File: src/rtl/mcycle_ctrl.sv
// rtl/mcycle_ctrl.sv - machine-cycle / T-state sequencer for an 8080-style bus unit
module mcycle_ctrl #(
    parameter int INSTSIZE = 13
) (
    input  logic                clk,
    input  logic                rst_,
    input  logic [INSTSIZE-1:0] chk_i,
    input  logic                ready,
    output logic                ale,
    output logic                rd_,
    output logic                wr_,
    output logic                enb_c,
    output logic                enb_d,
    output logic                enbrr,
    output logic                enbwr,
    output logic                pcinc,
    output logic [2:0]          tstat,
    output logic [2:0]          mcyc,
    output logic                halted
);

    typedef enum logic [3:0] {
        S_IDLE, S_T1, S_T2, S_TW, S_T3, S_T4, S_T5, S_T6, S_HALT
    } state_t;

    state_t     state_q, state_d;
    logic [2:0] mcyc_q, mcyc_d;
    logic       wcyc_q, wcyc_d;
    logic [3:0] cycgo_q, cycrw_q;
    logic       hlt_q;

    logic       ale_q, rd_n_q, wr_n_q, enb_c_q, enb_d_q, enbrr_q, enbwr_q, pcinc_q, halted_q;
    logic       ale_d, rd_n_d, wr_n_d, enb_c_d, enb_d_d, enbrr_d, enbwr_d, pcinc_d, halted_d;
    logic [2:0] tstat_q, tstat_d;

    logic       latch_now, hlt_eff, more, in_bus, m1_d;
    logic [3:0] go_eff, rw_eff;
    logic       unused_chk;

    assign unused_chk = ^chk_i;

    // The decision leaving M1 T4 is taken in the same clock the info is latched,
    // so it must look at chk_i directly rather than the not-yet-loaded copies.
    assign latch_now = (state_q == S_T4) && (mcyc_q == 3'd0);
    assign go_eff    = latch_now ? chk_i[7:4]  : cycgo_q;
    assign rw_eff    = latch_now ? chk_i[11:8] : cycrw_q;
    assign hlt_eff   = latch_now ? chk_i[2]    : hlt_q;
    assign more      = (mcyc_q < 3'd4) && go_eff[mcyc_q[1:0]];

    always_comb begin
        state_d = state_q;
        mcyc_d  = mcyc_q;
        wcyc_d  = wcyc_q;
        unique case (state_q)
            S_IDLE: begin
                state_d = S_T1;
                mcyc_d  = 3'd0;
                wcyc_d  = 1'b0;
            end
            S_T1:       state_d = S_T2;
            S_T2, S_TW: state_d = ready ? S_T3 : S_TW;
            S_T3: begin
                if (mcyc_q == 3'd0) begin
                    state_d = S_T4;
                end else if (hlt_eff && (mcyc_q == 3'd1)) begin
                    state_d = S_HALT;
                end else begin
                    state_d = S_T1;
                    mcyc_d  = more ? mcyc_q + 3'd1 : 3'd0;
                    wcyc_d  = more ? rw_eff[mcyc_q[1:0]] : 1'b0;
                end
            end
            S_T4: begin
                if (chk_i[0]) begin
                    state_d = S_T5;
                end else begin
                    state_d = S_T1;
                    mcyc_d  = more ? mcyc_q + 3'd1 : 3'd0;
                    wcyc_d  = more ? rw_eff[mcyc_q[1:0]] : 1'b0;
                end
            end
            S_T5: state_d = S_T6;
            S_T6: begin
                state_d = S_T1;
                mcyc_d  = more ? mcyc_q + 3'd1 : 3'd0;
                wcyc_d  = more ? rw_eff[mcyc_q[1:0]] : 1'b0;
            end
            S_HALT:  state_d = S_HALT;
            default: state_d = S_IDLE;
        endcase
    end

    // Moore outputs: decoded from the next state and registered with it.
    always_comb begin
        in_bus   = (state_d == S_T2) || (state_d == S_TW) || (state_d == S_T3);
        m1_d     = (mcyc_d == 3'd0);
        ale_d    = (state_d == S_T1);
        rd_n_d   = !(in_bus && !wcyc_d);
        wr_n_d   = !(in_bus && wcyc_d);
        enb_c_d  = (state_d == S_T3) && m1_d;
        enb_d_d  = (state_d == S_T3) && !m1_d && !wcyc_d;
        enbrr_d  = ((state_d == S_T4) && m1_d) || (in_bus && wcyc_d);
        enbwr_d  = ((state_d == S_T4) && m1_d && (chk_i[7:4] == 4'd0)) ||
                   ((state_d == S_T1) && m1_d && (state_q == S_T3) &&
                    (mcyc_q != 3'd0) && !wcyc_q);
        pcinc_d  = (state_d == S_T2) && (state_q == S_T1) && !wcyc_d;
        halted_d = (state_d == S_HALT);
        unique case (state_d)
            S_T1:    tstat_d = 3'd1;
            S_T2:    tstat_d = 3'd2;
            S_T3:    tstat_d = 3'd3;
            S_T4:    tstat_d = 3'd4;
            S_T5:    tstat_d = 3'd5;
            S_T6:    tstat_d = 3'd6;
            S_TW:    tstat_d = 3'd7;
            default: tstat_d = 3'd0;
        endcase
    end

    always_ff @(posedge clk or posedge rst_) begin
        if (rst_) begin
            state_q  <= S_IDLE;
            mcyc_q   <= 3'd0;
            wcyc_q   <= 1'b0;
            cycgo_q  <= 4'd0;
            cycrw_q  <= 4'd0;
            hlt_q    <= 1'b0;
            ale_q    <= 1'b0;
            rd_n_q   <= 1'b1;
            wr_n_q   <= 1'b1;
            enb_c_q  <= 1'b0;
            enb_d_q  <= 1'b0;
            enbrr_q  <= 1'b0;
            enbwr_q  <= 1'b0;
            pcinc_q  <= 1'b0;
            halted_q <= 1'b0;
            tstat_q  <= 3'd0;
        end else begin
            state_q  <= state_d;
            mcyc_q   <= mcyc_d;
            wcyc_q   <= wcyc_d;
            if (latch_now) begin
                cycgo_q <= chk_i[7:4];
                cycrw_q <= chk_i[11:8];
                hlt_q   <= chk_i[2];
            end
            ale_q    <= ale_d;
            rd_n_q   <= rd_n_d;
            wr_n_q   <= wr_n_d;
            enb_c_q  <= enb_c_d;
            enb_d_q  <= enb_d_d;
            enbrr_q  <= enbrr_d;
            enbwr_q  <= enbwr_d;
            pcinc_q  <= pcinc_d;
            halted_q <= halted_d;
            tstat_q  <= tstat_d;
        end
    end

    assign ale    = ale_q;
    assign rd_    = rd_n_q;
    assign wr_    = wr_n_q;
    assign enb_c  = enb_c_q;
    assign enb_d  = enb_d_q;
    assign enbrr  = enbrr_q;
    assign enbwr  = enbwr_q;
    assign pcinc  = pcinc_q;
    assign tstat  = tstat_q;
    assign mcyc   = mcyc_q;
    assign halted = halted_q;

endmodule

File: config.mk
export PLATFORM = sky130hd
export DESIGN_NAME = mcycle_ctrl
export DESIGN_NICKNAME = d
export VERILOG_FILES = /design/src/rtl/mcycle_ctrl.sv
export SDC_FILE = /design/constraint.sdc
export NUM_CORES = 1
export LEC_CHECK = 0
export BUFFER_PORTS_ARGS = -buffer_cell sky130_fd_sc_hd__buf_4
export CORE_UTILIZATION = 49
export DETAILED_ROUTE_END_ITERATION = 6
export GPL_TIMING_DRIVEN = 0
export PLACE_DENSITY = 0.74
export SYNTH_ARGS = -nofsm -noshare
export SYNTH_HDL_FRONTEND = slang
export SYNTH_SLANG_ARGS = --single-unit
File: constraint.sdc
create_clock -name clk -period 2.4 [get_ports clk]
set_input_delay 0.48 -clock clk [delete_from_list [all_inputs] [get_ports clk]]
set_output_delay 0.48 -clock clk [all_outputs]
set_load 0.01 [all_outputs]
-- Yosys cells after proc, flatten, opt, wreduce, memory -nomap -nowiden
Index checks and enable logic that the tools add are counted.
- flip-flop bits (word level): 29
- bits of input ports: 16
- output and inout bits: 15
- logic and storage cells: 91
- $add $sub $neg: 1
- order comparisons: 2
- eq/ne operators: 17
- multiplexer cells: 23
- reductions and logical operators: 32
- operator list (cell ; count):
    equality test 4 x 3 -> 1 bit (second input constant) ; 8
    case mux 4 bit (7 select lines) ; 1
    case mux 3 bit (7 select lines) ; 1
    2-to-1 mux 3 bit ; 6
    equality test 4 x 2 -> 1 bit (second input constant) ; 4
    logical AND 1 bit ; 16
    2-to-1 mux 4 bit ; 4
    case mux 3 bit (4 select lines) ; 1
    equality test 4 x 1 -> 1 bit (second input constant) ; 2
    equality test 4 bit (second input constant) ; 2
    zero test 4 bit ; 2
    2-to-1 mux 1 bit ; 7
    zero test 3 bit ; 2
    zero test 1 bit ; 5
    binary-select mux 1 bit (select 2 bit) ; 2
    logical OR 1 bit ; 4
    case mux 1 bit (4 select lines) ; 1
    OR reduction 2 bit ; 2
    adder 3 x 1 -> 3 bit (second input constant) ; 1
    equality test 3 x 1 -> 1 bit (second input constant) ; 1
    less-than comparator 2 x 3 -> 1 bit (second input constant) ; 1
    less-than comparator 3 bit (second input constant) ; 1
    nonzero test 3 bit ; 1

-- Longest topological paths before layout
Gate-level depths: netlist of the first run.
- depth in word-level cells: 16
- gate-level depth with buffers: 9
- gate-level depth less buffers: 8

-- Worst setup path after synthesis of the first run
Ideal clock, no wire load.
- kind: reg-to-reg
- start point: reg mcyc_q[1] (netlist: mcyc[1])
- end point: reg pcinc_q (netlist: pcinc)
- setup time: 0.120 ns
- arrival time: 2.294 ns
- data required time: 2.280 ns
- setup slack: -0.014 ns
- cell stages (with the launch flop): 10
- buffers on the path: 1
- period minus slack after synthesis: 2.414 ns
- cell sequence: dfrtp_1 -> buf_2 -> inv_1 -> ha_1 -> nor2_1 -> a21oi_1 -> a2111oi_2 -> o31ai_1 -> o32a_2 -> and4_1
- cells in the longest elaborated chain, start to end: 12
- elaborated cells between the ends (all ways): 25
- classes of those cells: order compare: 1; eq/ne: 2; mux: 15; reduce/logical: 7
- RTL lines (element ; RTL line ; text):
    from (decl) ; 27 ; logic [2:0] mcyc_q, mcyc_d;
    from (signal assigned) ; 140 ; mcyc_q <= mcyc_d;
    zero test 3 bit ; 44, 63 ;
    logical AND 1 bit ; 44 ; assign latch_now = (state_q == S_T4) && (mcyc_q == 3'd0);
    2-to-1 mux 4 bit ; -- ;
    binary-select mux 1 bit (select 2 bit) ; 48 ; assign more = (mcyc_q < 3'd4) && go_eff[mcyc_q[1:0]];
    2-to-1 mux 1 bit (implied by the code) ; 48 ;
    logical AND 1 bit ; 48 ;
    2-to-1 mux 1 bit ; 70, 79, 86 ;
    2-to-1 mux 1 bit ; 65 ; end else if (hlt_eff && (mcyc_q == 3'd1)) begin
    2-to-1 mux 1 bit ; 63 ; if (mcyc_q == 3'd0) begin
    case mux 1 bit (4 select lines) ; 54 ; unique case (state_q)
    zero test 1 bit ; 106 ; pcinc_d = (state_d == S_T2) && (state_q == S_T1) && !wcyc_d;
    logical AND 1 bit * ; 106 ;
    via pcinc_d ; 33 ; logic ale_d, rd_n_d, wr_n_d, enb_c_d, enb_d_d, enbrr_d, enbwr_d, pcinc_d, halted_d;
    to (signal assigned) ; 154 ; pcinc_q <= pcinc_d;
    to (decl) ; 32 ; logic ale_q, rd_n_q, wr_n_q, enb_c_q, enb_d_q, enbrr_q, enbwr_q, pcinc_q, halted_q;
Mark *: on every way through the listed nets, which the timed path passes. The rest lies on a longest branch. The select of a mux whose other input is x is not followed.

-- Worst setup path after layout of the first run
- start point: reg mcyc_q[1] (netlist: mcyc[1])
- end point: reg pcinc_q (netlist: pcinc)
- elaborated cells between the ends (all ways): 25
- classes of those cells: order compare: 1; eq/ne: 2; mux: 15; reduce/logical: 7
- RTL lines (element ; RTL line ; text):
    zero test 3 bit ; 63 ;
    2-to-1 mux 4 bit ; 63 ;
    case mux 4 bit (7 select lines) ; 54 ;
    via state_d[2] ; 26 ; state_t state_q, state_d;
    equality test 4 x 2 -> 1 bit ; 106 ;
    logical AND 1 bit (2 in a row) ; 106 ;
    via pcinc_d ; 33 ;
The timed path passes the listed nets, and every way through them passes these cells. The select of a mux whose other input is x is not followed.

==> results of run 1 <==
==> layout make-up <==
class	instances	area, sq um	area share (%)
clock inverters	2	10.0	0.500
flip-flops and latches	29	729	36.4
inverters	10	40.0	2.00
repair buffers	36	270	13.5
clock buffers	6	41.3	2.06
plain buffers	5	43.8	2.19
well taps	44	55.1	2.75
multi-input cells	99	813	40.6
==> flip-flops by register name, summed over array words and instances (netlist names), 3 cells and up <==
register and cells:
cycrw_q 4, tstat 3, state_q 4, mcyc 3, cycgo_q 4
==> cell usage in the layout, fill, tap and decap left out, drive strengths merged, types with 4 or more instances in the layout <==
master  synthesis  final
nand3           4      4
dfrtp          27     27
mux2            7      7
inv            10     10
a21oi          10     10
nor3            5      5
buf             5     41
nor2            4      4
nand2b          8      8
clkbuf          0      6
nand2          15     15
==> power by group <==
group / switching (uW) / internal, uW / total (uW)
combinational: 710 / 640 / 1350
sequential: 80.8 / 691 / 772
clock: 162 / 111 / 273
==> cell families (layout without fill, tap and decap cells) <==
kind of cell | count (synthesis) | count (layout)
simple gates | 48 | 48
flops | 29 | 29
buf+inv | 15 | 59
mux | 11 | 11
compound gates | 37 | 37
fa+ha+maj | 3 | 3
==> path summary, 6_finish.rpt <==
check | from | end | slack, ns
hold / removal | chk_i[2] | hlt_q | 0.39
hold reg to reg | cycrw_q[0] | cycrw_q[0] | 0.51
setup reg to reg | mcyc[1] | pcinc | 0.05
max in group asynchronous | rst_ | mcyc[0] | 1.32
setup / recovery | mcyc[1] | pcinc | 0.05
min in group asynchronous | rst_ | enbwr | 0.40
==> per-layer routing <==
| metal | up-vias | global-route usage [%] |
|---|---|---|
| li1 | 609 | - |
| met3 | 8 | 6.15 |
| met1 | 597 | 25.8 |
| met4 | 0 | 8.84 |
| met2 | 45 | 35.8 |
| met5 | - | 0 |
==> through the flow <==
step           total power [uW]  setup WS, ns  cells  util, %
2_1_floorplan              1610        0.0217    143        -
3_3_place_gp               1900        -0.160    214     60.2
3_5_place_dp               1930        -0.186    214     60.2
4_1_cts                    2270       0.00966    224     63.2
5_1_grt                    2570       -0.0204    231     66.2
6_report                   2400        0.0542    231     66.2
==> repair_timing <==
action | in CTS | in global routing
setup buffers | 2 | 7
cloned | 0 | 0
resized for setup | 7 | 7
endpoints found under the setup margin | 8 | 8
hold buffers | 0 | 0
pin swaps | 3 | 3
==> worst max-delay path: stages, from the launching register on <==
cell	delay, ns
dfrtp_1	0.40
buf_6	0.15
inv_4	0.07
ha_4	0.16
or3b_1	0.34
a211o_1	0.35
a21oi_4	0.18
nor3b_4	0.10
o32a_2	0.26
and4_1	0.22
==> flow_summary.toml, run 1 <==
[synthesis]
synth.avg_cell_area_sq_um = 10.9
synth_compound_area_share_pct = 17.5
netlist.area_leader.share_pct = 43.2
synthCells = 143
synth-simple-area-share_pct = 19.1
yosys-top-cells-area = "dfrtp_1, mux2_2, dfstp_2"
synth_edf_count = 0
synth_largest_area_cell = "dfrtp_1"
synth_top_family_by_area = "simple AND/OR/NAND/NOR gates"
synth_flop_cell = "dfrtp_1"
ys_ff_latch = 29
syn_area_sq_mm = 0.00156
synth.area.mux_share_pct = 9.69
ys_async_sr_fraction_pct = 100
synthMostInstantiatedCell = "dfrtp_1"
synth_xor_area_share_pct = 0
synth_common_cells = "dfrtp_1, nand2_1, inv_1, a21oi_1, nand2b_1"
yosys_warnings = 0
synth_seq_area_share_pct = 46.6
synth-adder-area-share_pct = 2.40
synth_cell_type_count = 50
synth.net_count = 162

[floorplanning]
core_sq_mm = 0.00303
ios = 31
die_h_um = 58.5
rows = 20
initial_utilization_pct = 51.6
dieArea_sq_mm = 0.00342
fp.dieW_um = 58.5

[cts]
cts.sinks = 29
cts_root_buffer = "clkbuf_4"
clkTransAtPathRegs_ns = 0.09
cts-htree-levels = 2
cts_buffers = 5
cts_max_path_buffers = 2
cts_tree = "built"
clock_latency_ns = 0.33

[worst_setup_path]
critical_path.max_fanout = 9
end_kind = "flip-flop"
path_class = "reg -> reg"
worstRegToRegCells = 9
critPathLaunchType = "flip-flop"
required_ns = 2.62
arrival_ns = 2.56

[place]
port_buffers = 27
hpwl_um = 2330
placed_area_sq_mm = 0.00182
gp_congestion = 0.894

[sta]
period_needed_ns = 2.35
maxSlewViolCount = 0
finalHoldWorstSlack_ns = 0.387
slew_headroom_pct = 31.4
post-route-period-util_pct = 97.7
tns_ns = 0
max_freq_ghz = 0.426
hold_viol_final = 0
worst_pin_slew_ns = 1.03
setup-violations-final = 0
finClkSkew_ns = 0.00519

[global_route]
grt.total_usage_pct = 21.3
grt_pass1_wl_um = 5420
antenna_found_initial = 0
grt.overflow.total = 0
grt_max_degree = 30
grt_pass1_vias = 1204

[layout]
area_growth_pct = 28.2
layout-drive-gt1-share_pct = 39.6
final_cell_area_sq_mm = 0.00200
fill_cells = 232
nets = 205
diodes = 0

[outcome]
run_status = "completed"

[routing]
wl_um = 3340
dr_wl_met2_um = 1630
postRouteAntennaNets = 0
dr_total_vias = 1259
post_drt_wl_per_cell_um = 14.5
route.met3.wl_um = 175
wl_met1_um = 1470
drc_errors = 0
highest_layer = "met4"
drt_iter0_drc = 31
drt_first_pass_iters = 4
viasPerCell = 5.45

[run]
cap_violations = 0

[worst_hold_path]
hold_path_depth = 2
min_path_type = "in -> reg"

[pwr]
power.leakage_uw = 0.000901
peakVddDrop_mv = 0.574
power.density_mw_per_mm2 = 1200
(Power assumes the default switching activity.)
==> inputs of run 2 (changes only) <==
--- a/config.mk
+++ b/config.mk
@@ -5,7 +5,8 @@
 export SDC_FILE = /design/constraint.sdc
 export NUM_CORES = 1
 export LEC_CHECK = 0
-export BUFFER_PORTS_ARGS = -buffer_cell sky130_fd_sc_hd__buf_4
+export ABC_AREA = 1
+export BUFFER_PORTS_ARGS = -buffer_cell sky130_fd_sc_hd__buf_2
 export CORE_UTILIZATION = 49
 export DETAILED_ROUTE_END_ITERATION = 6
 export GPL_TIMING_DRIVEN = 0
==> flow_summary.toml, run 2 <==
[synthesis]
syn_area_sq_mm = 0.00164
synth_seq_area_share_pct = 44.5
synth_flop_cell = "dfrtp_1"
ys_async_sr_fraction_pct = 100
netlist.area_leader.share_pct = 41.3
synth_edf_count = 0
synth_cell_type_count = 23
ys_ff_latch = 29
synthMostInstantiatedCell = "inv_1"
synth.net_count = 213
yosys-top-cells-area = "dfrtp_1, inv_1, nand2_1"
synth_largest_area_cell = "dfrtp_1"
synth.avg_cell_area_sq_um = 8.43
yosys_warnings = 0
synth_common_cells = "inv_1, nand2_1, dfrtp_1, nand3_1, nand2_2"
synthCells = 194

[sta]
tns_ns = 0
slew_headroom_pct = 28.6
post-route-period-util_pct = 91.8
worst_pin_slew_ns = 1.07
setup-violations-final = 0
finClkSkew_ns = 0.0110
max_freq_ghz = 0.454
maxSlewViolCount = 0
rsz0062_at_grt = "no"
setup_ws_ns = 0.196
period_needed_ns = 2.20
hold_viol_final = 0

[cts]
cts_tree = "built"
cts.sinks = 29
clock_latency_ns = 0.34
cts_root_buffer = "clkbuf_4"
cts-htree-levels = 2
cts_buffers = 5
clkTransAtPathRegs_ns = 0.10
postCtsHoldBufs = 0
cts_max_path_buffers = 2

[layout]
final_common_cell = "nand2_1"
area_growth_pct = 19.0
final_cell_area_sq_mm = 0.00195
layout-drive-gt1-share_pct = 35.9
nets = 249
reg_top3 = "cycgo_q: 4 flops, cycrw_q: 4 flops, state_q: 4 flops"
diodes = 0
final_cell_mix = "nand2_1, inv_1, buf_2"

[worst_setup_path]
critical_path.max_fanout = 10
worstRegToRegCells = 16
end_kind = "flip-flop"
regToRegStartpoint = "mcyc[1]"
reg2reg_slack_ns = 0.20
worstSetupStartpoint = "mcyc[1]"
r2r-end = "enb_d"
critPathLaunchType = "flip-flop"
required_ns = 2.63
path_class = "reg -> reg"
arrival_ns = 2.43

[global_route]
grt.total_usage_pct = 20.2
grt.overflow.total = 0
grt_pass1_vias = 1158
grt_pass1_wl_um = 5090
antenna_found_initial = 0
grt_max_degree = 30

[routing]
viasPerCell = 4.77
post_drt_wl_per_cell_um = 11.7
dr_wl_met2_um = 1460
dr_total_vias = 1311
wl_met1_um = 1580
highest_layer = "met4"
drt_iter0_drc = 42
drc_errors = 0
postRouteAntennaNets = 0
route.met3.wl_um = 135
drt_first_pass_iters = 4
wl_um = 3220

[floorplanning]
ios = 31
core_sq_mm = 0.00310
fp.dieW_um = 59.8
initial_utilization_pct = 52.7
rows = 20
die_h_um = 59.8
dieArea_sq_mm = 0.00357

[worst_hold_path]
hold_path_depth = 3
min_path_type = "in -> reg"
holdPathEnd = "cycrw_q[0]"
hold_start = "chk_i[8]"

[place]
gp_congestion = 0.873
dp_slack_ns = -0.0855
placed_area_sq_mm = 0.00183
port_buffers = 27
hpwl_um = 2470

[pwr]
peakVddDrop_mv = 0.645
total_power_uw = 2450
power.leakage_uw = 0.00106
power.density_mw_per_mm2 = 1260

[run]
cap_violations = 0

[outcome]
run_status = "completed"
-- run 2: cell count changes after synthesis, moves of 8 or more --
cell	change
nand3_1	+18
nand2_2	+13
nand2_1	+22
inv_1	+27
nand2b_1	-8
nand3_2	+10
-- run 2: area by class of cell --
class / count / area (sq um)
Buffer: 1 / 11.3
Clock buffer: 5 / 37.5
Clock inverter: 3 / 65.1
Fill cell: 296 / 1160
Inverter: 40 / 150
Multi-Input combinational cell: 124 / 746
Sequential cell: 29 / 731
Tap cell: 44 / 55.1
Timing Repair Buffer: 29 / 150
-- run 2: through the flow --
stage / instances / hold WS [ns] / utilization [%]
final: 275 / 0.366 / 62.7
after global routing: 275 / 0.360 / 62.7
after CTS: 273 / 0.368 / 62.2
after detailed placement: 265 / 0.470 / 58.8
after global placement: 265 / 0.458 / 58.8
after floorplan: 194 / 0.444 / -
-- run 2: logic make-up (layout without fill, tap and decap cells) --
kind of cell / Yosys count / count (layout) / share of synthesized area, %
adder cells (fa/ha/maj): 3 / 3 / 2.30
AO/OA/AOI/OAI: 14 / 14 / 5.13
buffers and inverters: 41 / 78 / 9.87
flip-flops: 29 / 29 / 44.5
AND/OR/NAND/NOR: 107 / 107 / 38.2
-- run 2: worst max path at each step --
| stage | end | slack [ns] | cells past startpoint |
|---|---|---|---|
| after floorplan | enb_d | 0.24 | 16 |
| after detailed placement | enb_d | -0.09 | 16 |
| after global placement | enb_d | -0.11 | 16 |
| after global routing | enb_d | 0.05 | 16 |
| after CTS | enb_d | 0.007 | 16 |
| final | enb_d | 0.20 | 16 |
-- run 2: power breakdown --
group / leakage [uW] / internal, uW / switching (uW)
registers: 0.000362 / 682 / 96.6
clock network: 0.0000552 / 322 / 176
logic: 0.000646 / 422 / 749
-- run 2: worst max-delay path, cell delays in order (launching register included) --
cell	delay (ns)
dfrtp_2	0.49
inv_2	0.11
ha_1	0.15
inv_1	0.08
nor2_4	0.16
nand3_4	0.12
buf_6	0.18
nand2_4	0.06
nand3_2	0.07
nand2_1	0.08
nand2_2	0.07
o21ai_0	0.17
inv_1	0.08
nand3_2	0.10
nand2_2	0.07
nand2_1	0.07
nor2_1	0.04
-- run 2: timing repair --
item | CTS | global route
buffers inserted | 0 | 2
endpoints found under the setup margin | 7 | 8
pin swaps | 0 | 1
gates cloned | 0 | 0
gates resized for setup | 2 | 2
-- run 2: metal layers --
layer,track usage (%),vias up
met3,7.79,5
met4,5.98,0
met5,0,-
met1,26.0,598
li1,-,684
met2,31.6,24
==> inputs of run 3 (changes only) <==
--- a/config.mk
+++ b/config.mk
@@ -5,7 +5,7 @@
 export SDC_FILE = /design/constraint.sdc
 export NUM_CORES = 1
 export LEC_CHECK = 0
-export ABC_AREA = 1
+export ABC_AREA = 0
 export BUFFER_PORTS_ARGS = -buffer_cell sky130_fd_sc_hd__buf_2
 export CORE_UTILIZATION = 49
 export DETAILED_ROUTE_END_ITERATION = 6
==> flow_summary.toml, run 3 (same netlist as run 1, synthesis figures left out) <==
[sta]
slew_headroom_pct = 30.2
period_needed_ns = 2.36
setup_ws_ns = 0.0425
hold_viol_final = 0
post-route-period-util_pct = 98.2
setup-violations-final = 0
max_freq_ghz = 0.424
worst_pin_slew_ns = 1.05
maxSlewViolCount = 0
finalHoldWorstSlack_ns = 0.380
finClkSkew_ns = 0.0100

[place]
dp.cells = 214
gp_congestion = 0.876
port_buffers = 27
hpwl_um = 2470
placed_area_sq_mm = 0.00176
dp_slack_ns = -0.194

[outcome]
run_status = "completed"

[floorplanning]
rows = 20
initial_utilization_pct = 51.6
fp.dieW_um = 58.5
die_h_um = 58.5
ios = 31
core_sq_mm = 0.00303
dieArea_sq_mm = 0.00342

[routing]
viasPerCell = 5.65
dr_total_vias = 1344
wl_um = 3750
postRouteAntennaNets = 0
drt_iter0_drc = 26
post_drt_wl_per_cell_um = 15.8
drt_first_pass_iters = 5
drc_errors = 0

[cts]
cts_root_buffer = "clkbuf_4"
cts-htree-levels = 2
cts_buffers = 5
postCtsHoldBufs = 0
cts_max_path_buffers = 2
clock_latency_ns = 0.34
cts_tree = "built"
clkTransAtPathRegs_ns = 0.09
cts.sinks = 29

[worst_setup_path]
path_delay_family = "compound AO/OA/AOI/OAI gates"
crit_cells = 10
critPathLaunchType = "flip-flop"
critPathSlowestCell = "o32a_4"
critPathMaxStageDelay_ns = 0.43
end_kind = "flip-flop"
required_ns = 2.63
r2r-end = "pcinc"
worstSetupStartpoint = "mcyc[1]"
regToRegStartpoint = "mcyc[1]"
reg2reg_slack_ns = 0.04
arrival_ns = 2.59
timing.critical_path.buf_inv = 3
worstRegToRegCells = 10
path_cells = "buf_6 > inv_4 > ha_4 > buf_4 > nor2_2 > a21oi_2 > a2111oi_4 > o31ai_4 > o32a_4 > and4_1"
cp-endpoint = "pcinc"
critical_path.max_fanout = 6
path_class = "reg -> reg"

[layout]
diodes = 0
reg_top3 = "cycgo_q: 4 flops, cycrw_q: 4 flops, state_q: 4 flops"
final_cell_mix = "buf_2, dfrtp_1, buf_4"
final_cell_area_sq_mm = 0.00207
area_growth_pct = 32.2
final_common_cell = "buf_2"
nets = 212
stdcell_count = 238
layout-drive-gt1-share_pct = 44.3

[global_route]
grt_max_degree = 30
top_usage_layer = "met2"
grt_pass1_vias = 1265
grt.overflow.total = 0
met2_usage_pct = 39.6
grt.total_usage_pct = 23.1
antenna_found_initial = 0
grt_pass1_wl_um = 5780
gr-usage-met3_pct = 7.03
use_met1_pct = 26.4

[worst_hold_path]
min_path_type = "in -> async"

[pwr]
total_power_uw = 2550
power.leakage_uw = 0.000936
peakVddDrop_mv = 0.602
power.density_mw_per_mm2 = 1240

[run]
cap_violations = 0
run 3: worst min-delay path by stage:
| stage | start | to | slack, ns | cells past startpoint |
|---|---|---|---|---|
| floorplan | cycgo_q[3] | cycgo_q[3] | 0.47 | 2 |
| global placement | cycrw_q[3] | cycrw_q[3] | 0.48 | 1 |
| detailed placement | cycgo_q[2] | cycgo_q[2] | 0.49 | 1 |
| CTS | chk_i[2] | hlt_q | 0.37 | 2 |
| global route | chk_i[2] | hlt_q | 0.37 | 2 |
| finish | rst_ | enb_d | 0.38 | 2 |
run 3: power by group:
part / internal, uW / switching, uW
Sequential: 691 / 77.5
Combinational: 710 / 796
Clock: 111 / 167
Total: 1510 / 1040
run 3: through the flow:
stage,utilization (%),setup TNS [ns]
after detailed placement,58.0,-0.845
after CTS,62.0,0
after floorplan,-,0
after global placement,58.0,-0.656
after global routing,68.2,-0.0826
final,68.2,0
run 3: cell type report:
cell class,count,area (sq um)
Fill cell,229,962
Multi-Input combinational cell,99,878
Sequential cell,29,729
Timing Repair Buffer,43,268
Tap cell,44,55.1
Buffer,5,43.8
Clock buffer,6,41.3
Inverter,10,40.0
Clock inverter,2,10.0
run 3: per-layer routing:
metal	vias to the layer above	routed length (um)
met5	-	0
met4	0	103
met3	14	168
met2	44	1940
met1	658	1550
li1	628	-
run 3: timing repair:
item | in CTS | in global routing
buffers inserted | 4 | 12
pin swaps | 3 | 8
setup endpoints to repair | 8 | 6
resized for setup | 9 | 13
run 3: worst register-to-register path, stage by stage, from the launching register on:
cell and delay, ns:
dfrtp_1 0.39, buf_6 0.12, inv_4 0.04, ha_4 0.18
buf_4 0.14, nor2_2 0.10, a21oi_2 0.08, a2111oi_4 0.42
o31ai_4 0.16, o32a_4 0.43, and4_1 0.21
